### config.mk
export PLATFORM = sky130hd
export DESIGN_NAME = alu_result_buffer
export DESIGN_NICKNAME = d
export VERILOG_FILES = /design/src/rtl/alu_result_buffer.sv
export SDC_FILE = /design/constraint.sdc
export NUM_CORES = 1
export LEC_CHECK = 0
export CAP_MARGIN = 5
export CORE_ASPECT_RATIO = 0.7
export CORE_MARGIN = 3
export CORE_UTILIZATION = 53
export CTS_BUF_LIST = sky130_fd_sc_hd__clkbuf_8 sky130_fd_sc_hd__clkbuf_16
export DETAILED_ROUTE_END_ITERATION = 7
export PLACE_DENSITY = 0.83
export SETUP_SLACK_MARGIN = 0.02
export SYNTH_ARGS = -nofsm -noshare
export SYNTH_HDL_FRONTEND = slang
export SYNTH_SLANG_ARGS = --single-unit
### constraint.sdc
create_clock -name clk -period 2.4 [get_ports clk]
set_input_delay 0.36 -clock clk [delete_from_list [all_inputs] [get_ports clk]]
set_output_delay 0.36 -clock clk [all_outputs]
set_load 0.01 [all_outputs]
### src/rtl/alu_result_buffer.sv
// alu_result_buffer
// Downstream stage of the ALU. Every cycle with alu_valid=1 is one push of
// {slt, zero, carry, data} into a small FIFO. The oldest entry is shown
// ahead on the res_* port for a slower consumer to drain. The block also
// reports the fill level and holds a sticky overflow flag.
//
// Handshake (output side): res_valid is high whenever the FIFO holds an
// entry, and res_* always show the head entry. A pop happens on a rising
// edge where res_valid=1 and res_ready=1. res_ready while empty is ignored.
// The input side has no back-pressure. A push into a full FIFO without a
// same-cycle pop is dropped and sets overflow.
//
// Priority at a clock edge: rst (async) > clr > push/pop.

module alu_result_buffer #(
  parameter int WIDTH = 8,
  parameter int DEPTH = 4,
  parameter int CNT_W = $clog2(DEPTH) + 1
) (
  input  logic             clk,
  input  logic             rst,
  input  logic             clr,
  input  logic [WIDTH-1:0] alu_data,
  input  logic             alu_carry,
  input  logic             alu_zero,
  input  logic             alu_slt,
  input  logic             alu_valid,
  output logic [WIDTH-1:0] res_data,
  output logic             res_carry,
  output logic             res_zero,
  output logic             res_slt,
  output logic             res_valid,
  input  logic             res_ready,
  output logic [CNT_W-1:0] count,
  output logic             full,
  output logic             empty,
  output logic             overflow
);

  // DEPTH is a power of two, so the pointers wrap naturally on overflow of
  // their own width.
  localparam int PTR_W = $clog2(DEPTH);
  localparam int ENT_W = WIDTH + 3;

  // Storage. It has no reset: the contents only matter while the count
  // covers them.
  logic [ENT_W-1:0] r_mem [DEPTH];

  logic [PTR_W-1:0] r_wr_ptr;
  logic [PTR_W-1:0] r_rd_ptr;
  logic [CNT_W-1:0] r_count;
  logic             r_overflow;

  logic             w_full;
  logic             w_empty;
  logic             w_pop;
  logic             w_push;
  logic             w_drop;
  logic [ENT_W-1:0] w_wr_entry;
  logic [ENT_W-1:0] w_head;

  // Status flags and the handshake qualifiers for this cycle.
  always_comb begin
    w_full     = (r_count == CNT_W'(DEPTH));
    w_empty    = (r_count == '0);
    w_pop      = !w_empty && res_ready;
    // In the full case a same-cycle pop frees the slot the push reuses.
    w_push     = alu_valid && (!w_full || w_pop);
    w_drop     = alu_valid && w_full && !w_pop;
    w_wr_entry = {alu_slt, alu_zero, alu_carry, alu_data};
  end

  // Show-ahead head entry. It is forced to zero while empty, so a reset or
  // a flush clears the visible fields at once.
  always_comb begin
    w_head = '0;
    if (!w_empty) begin
      w_head = r_mem[r_rd_ptr];
    end
  end

  // Write the incoming entry into its slot. clr cancels the push.
  always_ff @(posedge clk) begin
    if (w_push && !clr) begin
      r_mem[r_wr_ptr] <= w_wr_entry;
    end
  end

  // Write pointer: advances on each accepted push.
  always_ff @(posedge clk or posedge rst) begin
    if (rst) begin
      r_wr_ptr <= '0;
    end else if (clr) begin
      r_wr_ptr <= '0;
    end else if (w_push) begin
      r_wr_ptr <= r_wr_ptr + PTR_W'(1);
    end
  end

  // Read pointer: advances on each pop.
  always_ff @(posedge clk or posedge rst) begin
    if (rst) begin
      r_rd_ptr <= '0;
    end else if (clr) begin
      r_rd_ptr <= '0;
    end else if (w_pop) begin
      r_rd_ptr <= r_rd_ptr + PTR_W'(1);
    end
  end

  // Fill count: +1 on push alone, -1 on pop alone, otherwise unchanged.
  always_ff @(posedge clk or posedge rst) begin
    if (rst) begin
      r_count <= '0;
    end else if (clr) begin
      r_count <= '0;
    end else begin
      case ({w_push, w_pop})
        2'b10:   r_count <= r_count + CNT_W'(1);
        2'b01:   r_count <= r_count - CNT_W'(1);
        default: r_count <= r_count;
      endcase
    end
  end

  // Sticky overflow: set when a push is dropped. Only rst or clr clear it.
  always_ff @(posedge clk or posedge rst) begin
    if (rst) begin
      r_overflow <= 1'b0;
    end else if (clr) begin
      r_overflow <= 1'b0;
    end else if (w_drop) begin
      r_overflow <= 1'b1;
    end
  end

  // Output port mapping.
  always_comb begin
    res_data  = w_head[WIDTH-1:0];
    res_carry = w_head[WIDTH];
    res_zero  = w_head[WIDTH+1];
    res_slt   = w_head[WIDTH+2];
    res_valid = !w_empty;
    count     = r_count;
    full      = w_full;
    empty     = w_empty;
    overflow  = r_overflow;
  end

endmodule

# --- Yosys cells after proc, flatten, opt, wreduce, memory -nomap -nowiden ---
# Memories as Yosys holds them, arrays and structs flattened.
# Cells that the tools add are included.
op_classes:
  n_addsub: 4
  n_eq_ne: 3
  n_mux: 11
  reduce_logical: 15
op_table:
  columns: ["op", "n"]
  rows:
  - ["11-bit two-way mux", 1]
  - ["2-bit two-way mux", 4]
  - ["3-bit case mux with 2 select lines", 1]
  - ["2-bit nonzero test", 3]
  - ["1-bit logical AND", 5]
  - ["2-bit by 1-bit adder with 2-bit output (second input constant)", 2]
  - ["1-bit zero test", 4]
  - ["1-bit two-way mux", 4]
  - ["3-bit by 1-bit adder with 3-bit output (second input constant)", 1]
  - ["3-bit equality test (second input constant)", 1]
  - ["3-bit zero test", 1]
  - ["3-bit two-way mux", 1]
  - ["3-bit nonzero test", 1]
  - ["3-bit by 1-bit subtractor with 3-bit output (second input constant)", 1]
  - ["2-bit by 1-bit equality test with 1-bit output (second input constant)", 1]
  - ["2-bit equality test (second input constant)", 1]
  - ["1-bit logical OR", 1]
word_totals:
  register_bits: 8
  mem_bits_rw: 44
  input_bits: 16
  output_inout_bits: 18
  wordCells: 38
  mem_count: 1
mem_list:
  columns: ["name", "depth", "word_bits", "read_ports", "rd_ports_with_merged_regs", "write_ports", "line", "source"]
  rows:
  - ["r_mem", 4, 11, 1, 0, 1, "47", "logic [ENT_W-1:0] r_mem [DEPTH];"]

# --- Logic depth before layout (Yosys ltp) ---
# Gate-level depths: netlist of the first run.
logic_depth:
  depth_word: 8
  ltp_mapped: 10
  depth_no_buf: 8

# --- Worst setup path before layout of the first run ---
# Ideal clock, no wire load.
synth_timing:
  kind: "register -> register"
  from: "register r_count[0] (netlist: count[0])"
  to: "register r_count[2] (netlist: count[2])"
  setup_ps: 82
  t_arrival_ps: 2227
  t_required_ps: 2318
  setup_slack_ps: 91
  stages_incl_launch_ff: 10
  path_buffers: 2
  period_less_slack_ps: 2309
  path_cell_list: "dfrtp_1 buf_2 or3_1 buf_2 inv_1 nor2_1 fa_1 o31ai_1 nand2_1 a31oi_1"
synth_via:
  elab_chain_len: 8
  elab_cells_between_ends: 14
  cone_classes: "add/sub: 2; eq/ne: 3; mux: 2; reduce/logical: 7"
synth_lines:
  columns: ["element", "line", "source"]
  rows:
  - ["from (decl)", "51", "logic [CNT_W-1:0] r_count;"]
  - ["from (signal assigned)", "119", "2'b10: r_count <= r_count + CNT_W'(1);"]
  - ["from (signal assigned)", "120", "2'b01: r_count <= r_count - CNT_W'(1);"]
  - ["from (signal assigned)", "121", "default: r_count <= r_count;"]
  - ["3-bit zero test (*)", "65", "w_empty = (r_count == '0);"]
  - ["1-bit zero test (*)", null, null]
  - ["net res_valid", "32", "output logic res_valid,"]
  - ["1-bit logical AND (*)", "66", "w_pop = !w_empty && res_ready;"]
  - ["1-bit logical OR", "68", "w_push = alu_valid && (!w_full || w_pop);"]
  - ["1-bit logical AND", "68", null]
  - ["2-bit by 1-bit equality test with 1-bit output or 2-bit equality test (tied branches)", "118", "case ({w_push, w_pop})"]
  - ["3-bit case mux with 2 select lines", "118", null]
  - ["3-bit two-way mux", "115", "end else if (clr) begin"]
# Mark *: on every way through the listed nets, which the timed path passes. The rest lies on a longest branch.
# A chain may end at the register's enable or synchronous reset.

# --- Worst setup path after layout of the first run ---
layout_timing:
  from: "register r_rd_ptr[0]"
  to: "output res_carry"
layout_via:
  elab_chain_len: 2
layout_lines:
  columns: ["element", "line", "source"]
  rows:
  - ["from (decl)", "50", "logic [PTR_W-1:0] r_rd_ptr;"]
  - ["from (signal assigned)", "107", "r_rd_ptr <= r_rd_ptr + PTR_W'(1);"]
  - ["memory 4 x 11 bit", null, null]
  - ["11-bit two-way mux", "77", "if (!w_empty) begin"]
  - ["to (decl)", "29", "output logic res_carry,"]
# Every way passes these cells.

==> results of run 1 <==
-- final timing paths --
check                                     endpoint  slack [ns]  cells past startpoint
max                                      res_carry        0.09                      4
min reg2reg                   overflow$_DFFE_PP0P_        0.51                      2
min in group clk              overflow$_DFFE_PP0P_        0.51                      2
max reg2reg                   count[2]$_DFFE_PP0P_        0.19                      7
min                        r_rd_ptr[0]$_DFFE_PP0P_        0.31                      2
max in group asynchronous  r_rd_ptr[1]$_DFFE_PP0P_        1.83                      2
-- layout make-up --
| type | instances | area share |
|---|---|---|
| Clock buffer | 5 | 0.02470 |
| Clock inverter | 3 | 0.005837 |
| Sequential cell | 52 | 0.5465 |
| Timing Repair Buffer | 43 | 0.1455 |
| Tap cell | 52 | 0.02335 |
| Multi-Input combinational cell | 69 | 0.2461 |
| Inverter | 6 | 0.008083 |
-- power groups by stage --
stage | clock, mW | combinational [mW] | sequential, mW
finish | 0.469 | 0.508 | 1.05
global route | 0.517 | 0.552 | 1.05
CTS | 0.475 | 0.505 | 1.05
detailed placement | 0 | 0.507 | 1.07
global placement | 0 | 0.489 | 1.06
floorplan | 0 | 0.262 | 1.07
-- registers in the layout, indices dropped and copies added, names as in the netlist --
signal,flops
r_mem,44
count,3
r_rd_ptr,2
r_wr_ptr,2
overflow,1
-- cell usage after synthesis (all sizes together) (2+ instances only) --
| cell type | number | area (µm²) |
|---|---|---|
| nand2b | 2 | 12.51 |
| nand3 | 3 | 15.01 |
| nand2 | 2 | 7.510 |
| a21oi | 2 | 10.01 |
| mux2i | 2 | 20.02 |
| edfxtp | 44 | 1321 |
| xor2 | 3 | 26.28 |
| nor2 | 10 | 37.54 |
| and2 | 15 | 93.84 |
| ha | 4 | 50.05 |
| a31oi | 3 | 18.77 |
| inv | 6 | 22.52 |
| dfrtp | 8 | 200.2 |
| buf | 7 | 40.03 |
| nor3 | 2 | 10.01 |
| mux4 | 11 | 274.0 |
-- worst reg2reg max path: stages (launching register included) --
cell and delay (ns):
dfrtp_1 0.50, or3_4 0.42, inv_1 0.11, nor2_1 0.08, fa_1 0.45, o31ai_1 0.27, nand2_1 0.10, a31oi_1 0.20
-- stage by stage --
| stage | hold slack, ns | area, µm² | total power, mW | setup slack [ns] |
|---|---|---|---|---|
| after global placement | 0.4776 | 2673 | 1.550 | 0.1908 |
| after detailed placement | 0.4908 | 2673 | 1.572 | -0.01370 |
| after floorplan | 0.1757 | 2265 | 1.333 | 0.09148 |
| after CTS | 0.3103 | 2774 | 2.026 | 0.05327 |
| after global routing | 0.3334 | 2786 | 2.119 | 0.02413 |
| final | 0.3062 | 2786 | 2.024 | 0.09092 |
-- metal layers --
layer  global-route usage  up-vias
li1                     -      592
met3              0.03664        9
met5                    0        -
met2               0.3067       47
met1               0.2436      650
met4              0.08486        0
-- timing repair --
| item | CTS | global route |
|---|---|---|
| setup endpoints to repair | 11 | 3 |
| setup buffers | 2 | 1 |
| hold buffers | 0 | 0 |
| gates cloned | 0 | 0 |
| resized for setup | 10 | 2 |
-- logic make-up after synthesis --
family          Yosys count
xor+xnor                  4
fa+ha+maj                 5
flops                    52
compound gates           11
simple gates             36
buf+inv                  13
mux                      13
==> impl_metrics.yaml, run 1 <==
finish:
  fin_util: 0.6936
  final_common_cell: "edfxtp_1"
  multi_input_area_um2: 685.7
  nFillCells: 269
  final_cell_mix: "edfxtp_1 (44), clkdlybuf4s50_1 (24), and2_1 (15), nor2_1 (10), buf_4 (9)"
  area_growth_pct: 23.04
  drive_gt1_frac: 0.1348
  seq_area_um2: 1523
  final_cells: 230
  antennaDiodeCount: 0
  nNetsFinal: 198
sta:
  setup_tns_ns: 0
  hold_viol: 0
  rsz0062_at_grt: "false"
  drv_slew: 0
  max_freq_ghz: 0.4331
  final_period_minus_worst_setup_slack_ns: 2.309
  finalSetupViolCount: 0
  relSlewSlack: 0.5925
  worst_slew_pin_slew_ns: 0.6112
  skew_ns: 0.005427
  period_share: 0.9621
drt:
  routed_wl_um: 4237
  wl_met2_um: 2202
  drt_iter0_markers: 97
  viasPerCell: 5.643
  ant_nets: 0
  wl_met3_um: 243
  vias: 1298
  drcViolationCount: 0
  maxUsedRoutingLayer: "met4"
  m1WireLength_um: 1692
  drt_pass1_iterations: 4
  routedWlPerCell_um: 18.42
global_routing:
  grt_start_max_net_pins: 16
  antenna_found_initial: 0
  grt_pass1_wl_um: 6803
  track_usage: 0.1846
  grt_pass1_vias: 1304
  overflow: 0
critical_path:
  worstPathRequired_ns: 2.04
  critPathCaptureType: "output pin"
  cpPeakStageDelay_ns: 0.49
  cp_top_family: "buffers and inverters"
  path_buf_inv: 2
  r2r_start: "count[2]$_DFFE_PP0P_"
  cp-start-kind: "register"
  cp.arrival_ns: 1.95
  cp_cell_sequence: "buf_6 -> mux4_2 -> and2_1 -> clkdlybuf4s50_1"
  critPathMaxFanout: 7
  cp-startpoint: "r_rd_ptr[0]$_DFFE_PP0P_"
  critical_path_class: "register to output pin"
  slowest_stage: "mux4_2"
power:
  ir_drop_v: 0.0005379
  intPower_mw: 1.496
  power_density_nw_per_um2: 726.3
  p_sw_mw: 0.5279
  swShare: 0.2608
  combinationalPowerShare: 0.251
  clkPwrFrac: 0.232
  power_frac_seq: 0.517
  p_leak_nw: 1.055
synth:
  synthMuxAreaShare: 0.1298
  synth_warnings: 0
  synth_top_family_by_area: "multiplexers"
  syn_inst: 134
  synth_edf_count: 44
  syn_area_um2: 2265
  ys_seq_elements: 52
  synth_compound_area_frac: 0.04033
  yosysUniqueCellTypes: 30
  syn_nets: 155
  synth-adder-area-share: 0.03094
  dominantRegCellSynth: "edfxtp_1"
  synth.yosys.seq_area_share: 0.6718
  avgSynthCellArea_um2: 16.90
  synthSimpleGateAreaFrac: 0.08398
  synth_xor_area_frac: 0.01547
  ys_async_sr_fraction: 0.1538
floorplanning:
  ios: 34
  start_util: 0.5637
  coreArea_um2: 4018
  rows: 19
  die_area_um2: 5106
  die_w_um: 84.13
  die_height_um: 60.69
clock_tree:
  numClockSinks: 52
  cts-root-buf: "clkbuf_8"
  cts_tree: "built"
  htreeDepth: 2
  cts_buffers: 5
  insertion_delay_ns: 0.30
  clock_path_buffers: 2
  cts.clk_slew.worst_paths_ns: 0.09
flow_run:
  cap_violations: 0
placement:
  port_buffers: 33
  placed_cells: 219
  place.gp.congestion: 0.7852
  post-dp-hpwl_um: 2905
hold_path:
  hold_path.class: "input port to asynchronous set/reset pin"
status:
  status: "completed"
Power figures use the tool's default switching activity.
==> inputs of run 2 (changes only) <==
- CORE_UTILIZATION: 53 -> 55
- PLACE_DENSITY: 0.83 -> 0.86
- clock period: 2.4 -> 2.79 ns (I/O delays scaled with it)
==> run 2 against run 1 <==
  * First-iteration DRC count grew 55%
  * Global-route usage shrank 0.33 points
  * Sequential power is 13% lower
  * Clock power grew 7.0%
  * Total power shrank 10%
  * Critical path type unchanged
  * Largest cell class unchanged
  * Highest routed layer unchanged
==> impl_metrics.yaml, run 2 (same netlist as run 1, synthesis figures left out) <==
status:
  status: "completed"
global_routing:
  overflow: 0
  grt_pass1_wl_um: 6037
  grt_start_max_net_pins: 17
  grt_pass1_vias: 1225
  track_usage: 0.1813
  antenna_found_initial: 0
floorplanning:
  die_height_um: 59.69
  start_util: 0.6058
  rows: 18
  die_w_um: 82.70
  ios: 34
  die_area_um2: 4936
  coreArea_um2: 3739
clock_tree:
  clock_path_buffers: 2
  insertion_delay_ns: 0.31
  cts_buffers: 5
  cts-root-buf: "clkbuf_8"
  cts_setup_buffers: 0
  ctsResizeCount: 0
  numClockSinks: 52
  cts_tree: "built"
  hold_buffers: 0
  htreeDepth: 2
  cts.clk_slew.worst_paths_ns: 0.09
critical_path:
  path_buf_inv: 1
  cp-startpoint: "count[0]$_DFFE_PP0P_"
  cp.arrival_ns: 2.19
  r2r_start: "count[0]$_DFFE_PP0P_"
  cp-start-kind: "register"
  critPathMaxFanout: 15
  worstPathRequired_ns: 2.37
  cp_top_family: "simple AND/OR/NAND/NOR gates"
  slowest_stage: "or3_1"
  cp_cell_sequence: "or3_1 -> and2_1 -> clkdlybuf4s50_1"
  cpPeakStageDelay_ns: 0.62
  critPathCaptureType: "output pin"
  critical_path_class: "register to output pin"
drt:
  routedWlPerCell_um: 17.54
  wl_met2_um: 1994
  drt_iter0_markers: 150
  ant_nets: 0
  routed_wl_um: 3876
  maxUsedRoutingLayer: "met4"
  m1WireLength_um: 1534
  viasPerCell: 5.606
  wl_met3_um: 275
  drcViolationCount: 0
  drt_pass1_iterations: 4
  vias: 1239
sta:
  finalSetupViolCount: 0
  hold_viol: 0
  relSlewSlack: 0.6101
  max_freq_ghz: 0.3838
  skew_ns: 0.009833
  period_share: 0.9339
  final_period_minus_worst_setup_slack_ns: 2.606
  hold_ws_ns: 0.3591
  rsz0062_at_grt: "false"
  drv_slew: 0
  setup_tns_ns: 0
  worst_slew_pin_slew_ns: 0.5849
hold_path:
  hold_path.class: "input port to asynchronous set/reset pin"
placement:
  place.gp.congestion: 0.7654
  post-dp-hpwl_um: 2815
  placed_cells: 213
  port_buffers: 33
  dpl_cell_area_um2: 2640
finish:
  final_cell_mix: "edfxtp_1 (44), clkdlybuf4s50_1 (33), and2_1 (15), nor2_1 (10), dfrtp_1 (8)"
  final_area_um2: 2751
  largest_reg_flops: 44
  final_cells: 221
  final_common_cell: "edfxtp_1"
  area_growth_pct: 21.49
  drive_gt1_frac: 0.09357
  nNetsFinal: 191
  regMostFlops: "r_mem"
  antennaDiodeCount: 0
power:
  ir_drop_v: 0.0006310
  power_density_nw_per_um2: 658.8
  p_leak_nw: 0.9723
flow_run:
  cap_violations: 0
[run 2: final timing paths]
path                                           end  slack (ns)  depth (start not counted)
setup / recovery                       res_data[1]        0.18                          3
hold / removal             r_rd_ptr[0]$_DFFE_PP0P_        0.36                          2
min in group clk              overflow$_DFFE_PP0P_        0.51                          2
max in group asynchronous     overflow$_DFFE_PP0P_        2.18                          2
setup reg to reg              count[2]$_DFFE_PP0P_        0.33                          7
hold reg to reg               overflow$_DFFE_PP0P_        0.51                          2
[run 2: layout make-up]
cell class	instances	area [µm²]
Sequential cell	52	1521
Fill cell	250	987.2
Multi-Input combinational cell	69	680.7
Timing Repair Buffer	36	352.8
Clock buffer	5	68.82
Tap cell	50	62.56
Clock inverter	3	42.54
Inverter	6	22.52
[run 2: layer usage]
layer | vias up | track usage
met5 | - | 0
met4 | 0 | 0.09324
met3 | 9 | 0.04518
met2 | 47 | 0.2991
met1 | 606 | 0.2248
li1 | 577 | -
[run 2: power by group]
part | leakage (nW) | internal (mW) | switching [mW]
Sequential | 0.508 | 0.879 | 0.0346
Clock | 0.0599 | 0.267 | 0.235
Combinational | 0.404 | 0.222 | 0.175
Total | 0.972 | 1.37 | 0.445
[run 2: metrics by stage]
step	worst slack, ns	power [mW]	utilization
2_1_floorplan	0.4815	1.147	-
3_5_place_dp	0.2105	1.331	0.7062
4_1_cts	0.1740	1.829	0.7359
6_report	0.1844	1.812	0.7359
3_3_place_gp	0.4216	1.314	0.7062
5_1_grt	0.06537	1.897	0.7359
==> inputs of run 3 (changes only) <==
--- a/config.mk
+++ b/config.mk
@@ -9,3 +9,2 @@
 export CORE_ASPECT_RATIO = 0.7
-export CORE_MARGIN = 3
 export CORE_UTILIZATION = 55
@@ -13,3 +12,4 @@
 export DETAILED_ROUTE_END_ITERATION = 7
-export PLACE_DENSITY = 0.86
+export DONT_BUFFER_PORTS = 1
+export PLACE_DENSITY = 0.75
 export SETUP_SLACK_MARGIN = 0.02
--- a/constraint.sdc
+++ b/constraint.sdc
@@ -3,2 +3,2 @@
 set_output_delay 0.4185 -clock clk [all_outputs]
-set_load 0.01 [all_outputs]
+set_load 0.02 [all_outputs]
==> run 3 against run 2 <==
  * Largest cell class unchanged
  * Via count fell by 9.2%
  * First-iteration DRC count decreased by 49%
  * Final area decreased by 12%
  * Clock-buffer cell count is the same
  * Sequential share of layout area grew 7.8 points
==> impl_metrics.yaml, run 3 (same netlist as run 1, synthesis figures left out) <==
floorplanning:
  ios: 34
  coreArea_um2: 3923
  rows: 19
  die_height_um: 55.69
  start_util: 0.5774
  die_area_um2: 4382
  die_w_um: 78.70
placement:
  place.gp.congestion: 0.7022
  placed_cells: 183
  post-dp-hpwl_um: 2531
  port_buffers: 0
global_routing:
  grt_pass1_wl_um: 5892
  grt_start_max_net_pins: 15
  antenna_found_initial: 0
  grt_pass1_vias: 1174
  overflow: 0
  track_usage: 0.1875
clock_tree:
  cts_tree: "built"
  cts-root-buf: "clkbuf_8"
  insertion_delay_ns: 0.29
  htreeDepth: 2
  numClockSinks: 52
  cts.clk_slew.worst_paths_ns: 0.08
  clock_path_buffers: 2
  hold_buffers: 1
  cts_buffers: 5
  cts_setup_buffers: 0
  ctsResizeCount: 0
finish:
  antennaDiodeCount: 0
  final_cell_mix: "edfxtp_1 (44), and2_1 (15), nor2_1 (10), dfrtp_1 (8)"
  largest_reg_flops: 44
  regMostFlops: "r_mem"
  nNetsFinal: 160
  drive_gt1_frac: 0.1071
  final_common_cell: "edfxtp_1"
  final_cells: 192
  area_growth_pct: 6.409
  nFillCells: 305
sta:
  drv_slew: 0
  rsz0062_at_grt: "false"
  worst_slew_pin_slew_ns: 0.7253
  max_freq_ghz: 0.4270
  skew_ns: 0.002852
  hold_viol: 0
  relSlewSlack: 0.5127
  hold_ws_ns: 0.1801
  period_share: 0.8394
  setup_tns_ns: 0
  final_period_minus_worst_setup_slack_ns: 2.342
  finalSetupViolCount: 0
flow_run:
  cap_violations: 0
power:
  p_leak_nw: 0.8459
  power_density_nw_per_um2: 670.6
  ir_drop_v: 0.0003519
  power_mw: 1.616
critical_path:
  critPathMaxFanout: 8
  critPathCaptureType: "output pin"
  ff2ff_setup_slack_ns: 0.57
  worstPathRequired_ns: 2.37
  cp-start-kind: "register"
  critical_path_class: "register to output pin"
  cp.arrival_ns: 1.92
hold_path:
  hold_path.class: "input port to register"
drt:
  routed_wl_um: 3709
  drcViolationCount: 0
  drt_iter0_markers: 77
  drt_pass1_iterations: 4
  vias: 1125
  ant_nets: 0
  routedWlPerCell_um: 19.32
  viasPerCell: 5.859
status:
  status: "completed"
run 3: cell count changes in the layout (fill, tap and decap cells not counted), sizes merged:
cell	change
dlygate4sd3	+1
bufinv	-1
clkdlybuf4s50	-33
buf	+1
clkinv	+1
run 3: final cells by class:
cell class / count / area (µm²) / share of cell area
inverters: 6 / 22.52 / 0.009346
well taps: 52 / 65.06 / 0.02700
flip-flops and latches: 52 / 1521 / 0.6314
clock buffers: 5 / 68.82 / 0.02856
multi-input cells: 69 / 680.7 / 0.2825
repair buffers: 5 / 40.04 / 0.01661
clock inverters: 3 / 11.26 / 0.004673
run 3: where the power goes:
group / internal, mW / switching, mW
combinational: 0.124 / 0.180
clock: 0.168 / 0.220
sequential: 0.879 / 0.0458
run 3: worst max-delay path: stages (launching register included):
cell and delay (ns):
dfrtp_1 0.58, buf_4 0.26, mux4_1 0.55, and2_1 0.24
run 3: per-stage QoR:
stage,area (µm²),worst slack (ns),util
final,2410,0.4481,0.6144
after global routing,2410,0.3556,0.6144
after CTS,2410,0.4245,0.6144
after floorplan,2265,0.3263,-
after global placement,2320,0.7071,0.5914
after detailed placement,2320,0.5939,0.5914
run 3: layer usage:
layer,wire length (µm),vias up,track usage
li1,-,517,-
met1,1584,577,0.2649
met2,1902,27,0.2857
met3,199,4,0.06066
met4,22,0,0.04762
met5,0,-,0
run 3: path summary, 6_finish.rpt:
path | cells past startpoint | to | startpoint
worst max register to register | 7 | count[2]$_DFFE_PP0P_ | count[1]$_DFFE_PP0P_
max in group asynchronous | 2 | count[0]$_DFFE_PP0P_ | rst
worst min-delay path | 1 | r_wr_ptr[1]$_DFFE_PP0P_ | clr
worst min register to register | 2 | r_wr_ptr[1]$_DFFE_PP0P_ | r_wr_ptr[1]$_DFFE_PP0P_
worst max-delay path | 3 | res_data[7] | r_rd_ptr[0]$_DFFE_PP0P_
min in group asynchronous | 2 | r_wr_ptr[0]$_DFFE_PP0P_ | rst
==> RTL edit 1 (config.mk and constraints of run 1) <==
Change the parameter `WIDTH` from 8 to 6.
--- a/src/rtl/alu_result_buffer.sv
+++ b/src/rtl/alu_result_buffer.sv
@@ -15,3 +15,3 @@
 module alu_result_buffer #(
-  parameter int WIDTH = 8,
+  parameter int WIDTH = 6,
   parameter int DEPTH = 4,
Interface: changed (resized alu_data and res_data); port bits go from 34 to 30. The function was not compared with the original's and may differ.
==> RTL edit 1 against run 1 <==
Clock skew rose by 0.00083 ns. Hold slack improved by 0.010 ns. Area after synthesis fell by 12%. Power fell by 12%. Sequential cell count fell by 8. Count of clock-buffer cells in the layout did not move. Global-route usage rose by 0.48 points. Final area fell by 11%. Cell count fell by 7.8%. Worst setup slack improved by 0.016 ns. Non-clock buffer count fell by 5. Die area fell by 11%. Routed wire length fell by 10%. Largest power group unchanged.
==> RTL edit 1: results (changes against run 1) <==
Pwr
  • Pwr dens: 723.5 mW/mm^2 (-0.39%)
  • Comb power frac: 20.2% (-4.9 points)
  • Leakage: 0.8810 nW (-17%)
  • Clk. pwr: 0.534 mW (+14%)
  • Peak supply drop: 469.2 uV (-13%)

Global route
  • Pin count of the biggest net entering global routing: 15 (-1)
  • First-pass GRT wire length: 6196 microns (-8.9%)

Yosys
  • Register area share after synthesis: 64.48% (-2.7 points)
  • FFs w/ async S/R, synth: 18.18% (+2.8 points)
  • Top cells by area, synth: edfxtp_1 54%, mux4_2 10%, dfrtp_1 10%, nor2b_1 3.1%, ha_1 2.5%
  • Post-synth EDFFs: 36 (-18%)
  • Unique masters post-synth: 33 (+10%)
  • Synth cell count leaders: 36 x edfxtp_1, 10 x nor2b_1, 9 x mux4_2
  • Cell Area, Synth: 0.001987 sq mm (-12%)
  • Synthesized net count: 147 (-5.2%)
  • Post-Synthesis Cells: 128 (-4.5%)

Cells and area
  • ClkCell Share: 4.306% (+1.3 points)
  • Multi-input logic area: 628.1 sq um (-8.4%)
  • Filler cells: 225 (-16%)
  • Seq/total area: 51.93% (-2.7 points)
  • Number of nets in the layout: 183 (-7.6%)
  • Ratio of cells with drive above 1 in the final layout: 17.58% (+4.1 points)
  • Largest register FFs: 36 (-18%)
  • Nonclk inv count: 8 (+2)

Setup path
  • Reg2reg start: count[0]$_DFFE_PP0P_
  • Worst R2R Setup Slack: 0.31 ns (+0.12 ns)
  • Worst reg-to-reg path cell count: 5 (-2)
  • CP max FO: 6 (-1)
  • CP endpoint: res_data[2]
  • Critical path arrival: 1.93 ns (-0.02 ns)

Clock network
  • Post-CTS Setup Repair Bufs: 0 (-2)
  • CTS Sinks: 44 (-15%)

Timing
  • Slew HR: 65.97% (+6.7 points)
  • Final min period: 2.293 ns (-0.01592 ns)
  • Final hold slack: 0.3166 ns (+0.01043 ns)
  • Worst clock skew: 0.006257 ns (+0.0008303 ns)

Drt
  • Number of vias per cell: 5.689 (+0.80%)
  • DRT Wirelength: 3814 microns (-10%)
  • WL per Instance: 17.99 microns (-2.3%)

Placed design
  • Post-Place Cell Area: 0.002351 sq mm (-12%)
  • Buffers on Ports: 29 (-12%)
  • Dpl cells: 204 (-6.8%)

Outcome
  • Status: finished, final reports clean
-- RTL edit 1: changes by cell type after synthesis, moves of 3 or more --
| cell | run 1 | this run |
|---|---|---|
| mux4_2 | 4 | 9 |
| nor2b_1 | 0 | 10 |
| mux4_1 | 7 | 0 |
| inv_1 | 5 | 8 |
| and2_1 | 15 | 0 |
| clkbuf_1 | 0 | 4 |
| edfxtp_1 | 44 | 36 |
| nor3b_1 | 0 | 4 |
-- RTL edit 1: cells by family (layout without fill, tap and decap cells) --
kind of cell	after synthesis	in the layout	share of synthesized area (%)
flops	44	44	64.48
simple gates	35	35	10.20
buf+inv	17	54	4.156
compound gates	12	12	4.408
mux	11	11	11.46
fa+ha+maj	5	5	3.527
xor+xnor	4	4	1.764
-- RTL edit 1: per-layer routing --
| layer | track usage, % | wire, microns |
|---|---|---|
| met5 | 0 | 0 |
| met4 | 6.618 | 31 |
| met3 | 5.678 | 300 |
| met2 | 31.53 | 1944 |
| met1 | 23.90 | 1537 |
==> RTL edit 2 (config.mk and constraints of run 1) <==
Without the edit above. Reset style: synchronous (`rst`), changed in 4 clocked blocks. Comments in the files are not updated.
--- a/src/rtl/alu_result_buffer.sv
+++ b/src/rtl/alu_result_buffer.sv
@@ -89,3 +89,3 @@
   // Write pointer: advances on each accepted push.
-  always_ff @(posedge clk or posedge rst) begin
+  always_ff @(posedge clk) begin
     if (rst) begin
@@ -100,3 +100,3 @@
   // Read pointer: advances on each pop.
-  always_ff @(posedge clk or posedge rst) begin
+  always_ff @(posedge clk) begin
     if (rst) begin
@@ -111,3 +111,3 @@
   // Fill count: +1 on push alone, -1 on pop alone, otherwise unchanged.
-  always_ff @(posedge clk or posedge rst) begin
+  always_ff @(posedge clk) begin
     if (rst) begin
@@ -126,3 +126,3 @@
   // Sticky overflow: set when a push is dropped. Only rst or clr clear it.
-  always_ff @(posedge clk or posedge rst) begin
+  always_ff @(posedge clk) begin
     if (rst) begin
Behaviour: differs if rst is asserted again (counterexample within 4 cycles, from zero or initial values and one cycle with rst high); with rst held inactive, the same outputs for 10 cycles.
==> RTL edit 2 against run 1 <==
Area after synthesis increased by 1.0%. Global-route usage increased by 0.21 points. Routed wire length increased by 6.2%. Final area increased by 1.8%. Synthesized cell count increased by 6.7%. Utilization increased by 0.80 points. Worst setup slack improved by 0.020 ns. Die area increased by 0.96%. Sequential cell count increased by 2. First-iteration DRC count increased by 10%. Critical endpoint is now res_slt. Highest routed layer unchanged.
Power is not compared: it rests on default switching activity, and its combinational part moved more than twofold at a synthesized area within 25%.
==> RTL edit 2: results (changes against run 1) <==
Yosys
  • Post-synthesis compound-gate area fraction: 4.046% (+0.013 points)
  • Synthesized net count: 164 (+5.8%)
  • Synth cell count leaders: 44 x edfxtp_1, 13 x nor2b_1, 11 x mux4_2
  • Post-Synth XOR/XNOR Area: 1.148% (-0.40 points)
  • Post-synthesis mux area share: 11.70% (-1.3 points)
  • FFs w/ async S/R, synth: 0% (-15 points)
  • Post-Synth Adder-Cell Area: 3.062% (-0.032 points)
  • Unique masters post-synth: 35 (+17%)
  • Register area share after synthesis: 66.48% (-0.70 points)

Global route
  • Met3 Use GR: 5.563% (+1.9 points)
  • Met1 Track Usage GR: 23.83% (-0.53 points)
  • Vias in the first global route: 1362 (+4.4%)
  • GR Util met2: 31.77% (+1.1 points)
  • First-pass GRT wire length: 6900 microns (+1.4%)

Setup path
  • CP max FO: 11 (+4)
  • Worst reg-to-reg path cell count: 3 (-4)

Min path
  • HP Class: flop to flop

Timing
  • Worst clock skew: 0.008436 ns (+0.003009 ns)
  • Worst-margin pin slew: 0.9644 ns (+0.3532 ns)

Cells and area
  • Number of nets in the layout: 201 (+1.5%)
  • Ratio of cells with drive above 1 in the final layout: 19.34% (+5.9 points)
  • Non-filler cells in the finished layout: 233 (+1.3%)

Placed design
  • Dpl cells: 224 (+2.3%)
  • Detailed placer's ending HPWL: 3277 microns (+13%)
  • Setup slack after placement: 0.04087 ns (+0.05457 ns)

Drt
  • Vias: 1344 (+3.5%)

Outcome
  • Status: finished, final reports clean
## RTL edit 2: metal layers
metal / share of wire, % / wire, microns
met1: 41 / 1844
met2: 52 / 2325
met3: 6.8 / 307
met4: 0.44 / 20
met5: 0 / 0
## RTL edit 2: layout make-up
type | count | area (sq um) | share of cell area (%)
flip-flops and latches | 54 | 1524 | 53.75
inverters | 6 | 22.52 | 0.7944
clock inverters | 3 | 42.54 | 1.500
well taps | 52 | 65.06 | 2.295
multi-input cells | 74 | 711.9 | 25.11
repair buffers | 39 | 400.4 | 14.12
clock buffers | 5 | 68.82 | 2.427
## RTL edit 2: cells by family (layout without fill, tap and decap cells)
family,count (synthesis),count (layout)
xor gates and xnor gates,3,3
AOI/OAI and AO/OA,13,13
DFF,54,54
muxes,13,13
and+or+nand+nor,40,40
adders and majority gates,5,5
buffers and inverters,15,53
## RTL edit 2: worst max-delay path: stages (launching register included)
cell and delay [ns]:
dfxtp_2 0.35, buf_12 0.15, mux4_2 0.50, nor2b_1 0.15
clkdlybuf4s50_1 0.47
## RTL edit 2: path summary, 6_finish.rpt
check	endpoint	from	slack [ns]
hold / removal	overflow$_SDFFE_PP0P_	overflow$_SDFFE_PP0P_	0.49
hold reg to reg	overflow$_SDFFE_PP0P_	overflow$_SDFFE_PP0P_	0.49
setup / recovery	res_slt	flop	0.11
setup reg to reg	r_mem[0][0]$_DFFE_PP_	count[1]$_SDFFE_PP0P_	0.29
## RTL edit 2: power by group
| part | total [mW] | leakage, nW | switching (mW) | internal, mW |
|---|---|---|---|---|
| combinational | 0.156 | 0.470 | 0.0734 | 0.0826 |
| sequential | 1.04 | 0.482 | 0.0106 | 1.03 |
| clock | 0.606 | 0.0562 | 0.295 | 0.311 |
## RTL edit 2: per-stage QoR
stage	util, %	hold slack (ns)
after floorplan	-	0.4589
after global placement	66.53	0.4589
after detailed placement	66.53	0.4704
after CTS	69.47	0.4961
after global routing	70.15	0.5288
final	70.15	0.4864
## RTL edit 2: what timing repair did
item | in CTS | in global routing
pin swaps | 0 | 0
buffers inserted | 0 | 1
resized for setup | 2 | 8
hold buffers | 0 | 0
setup endpoints to repair | 9 | 11
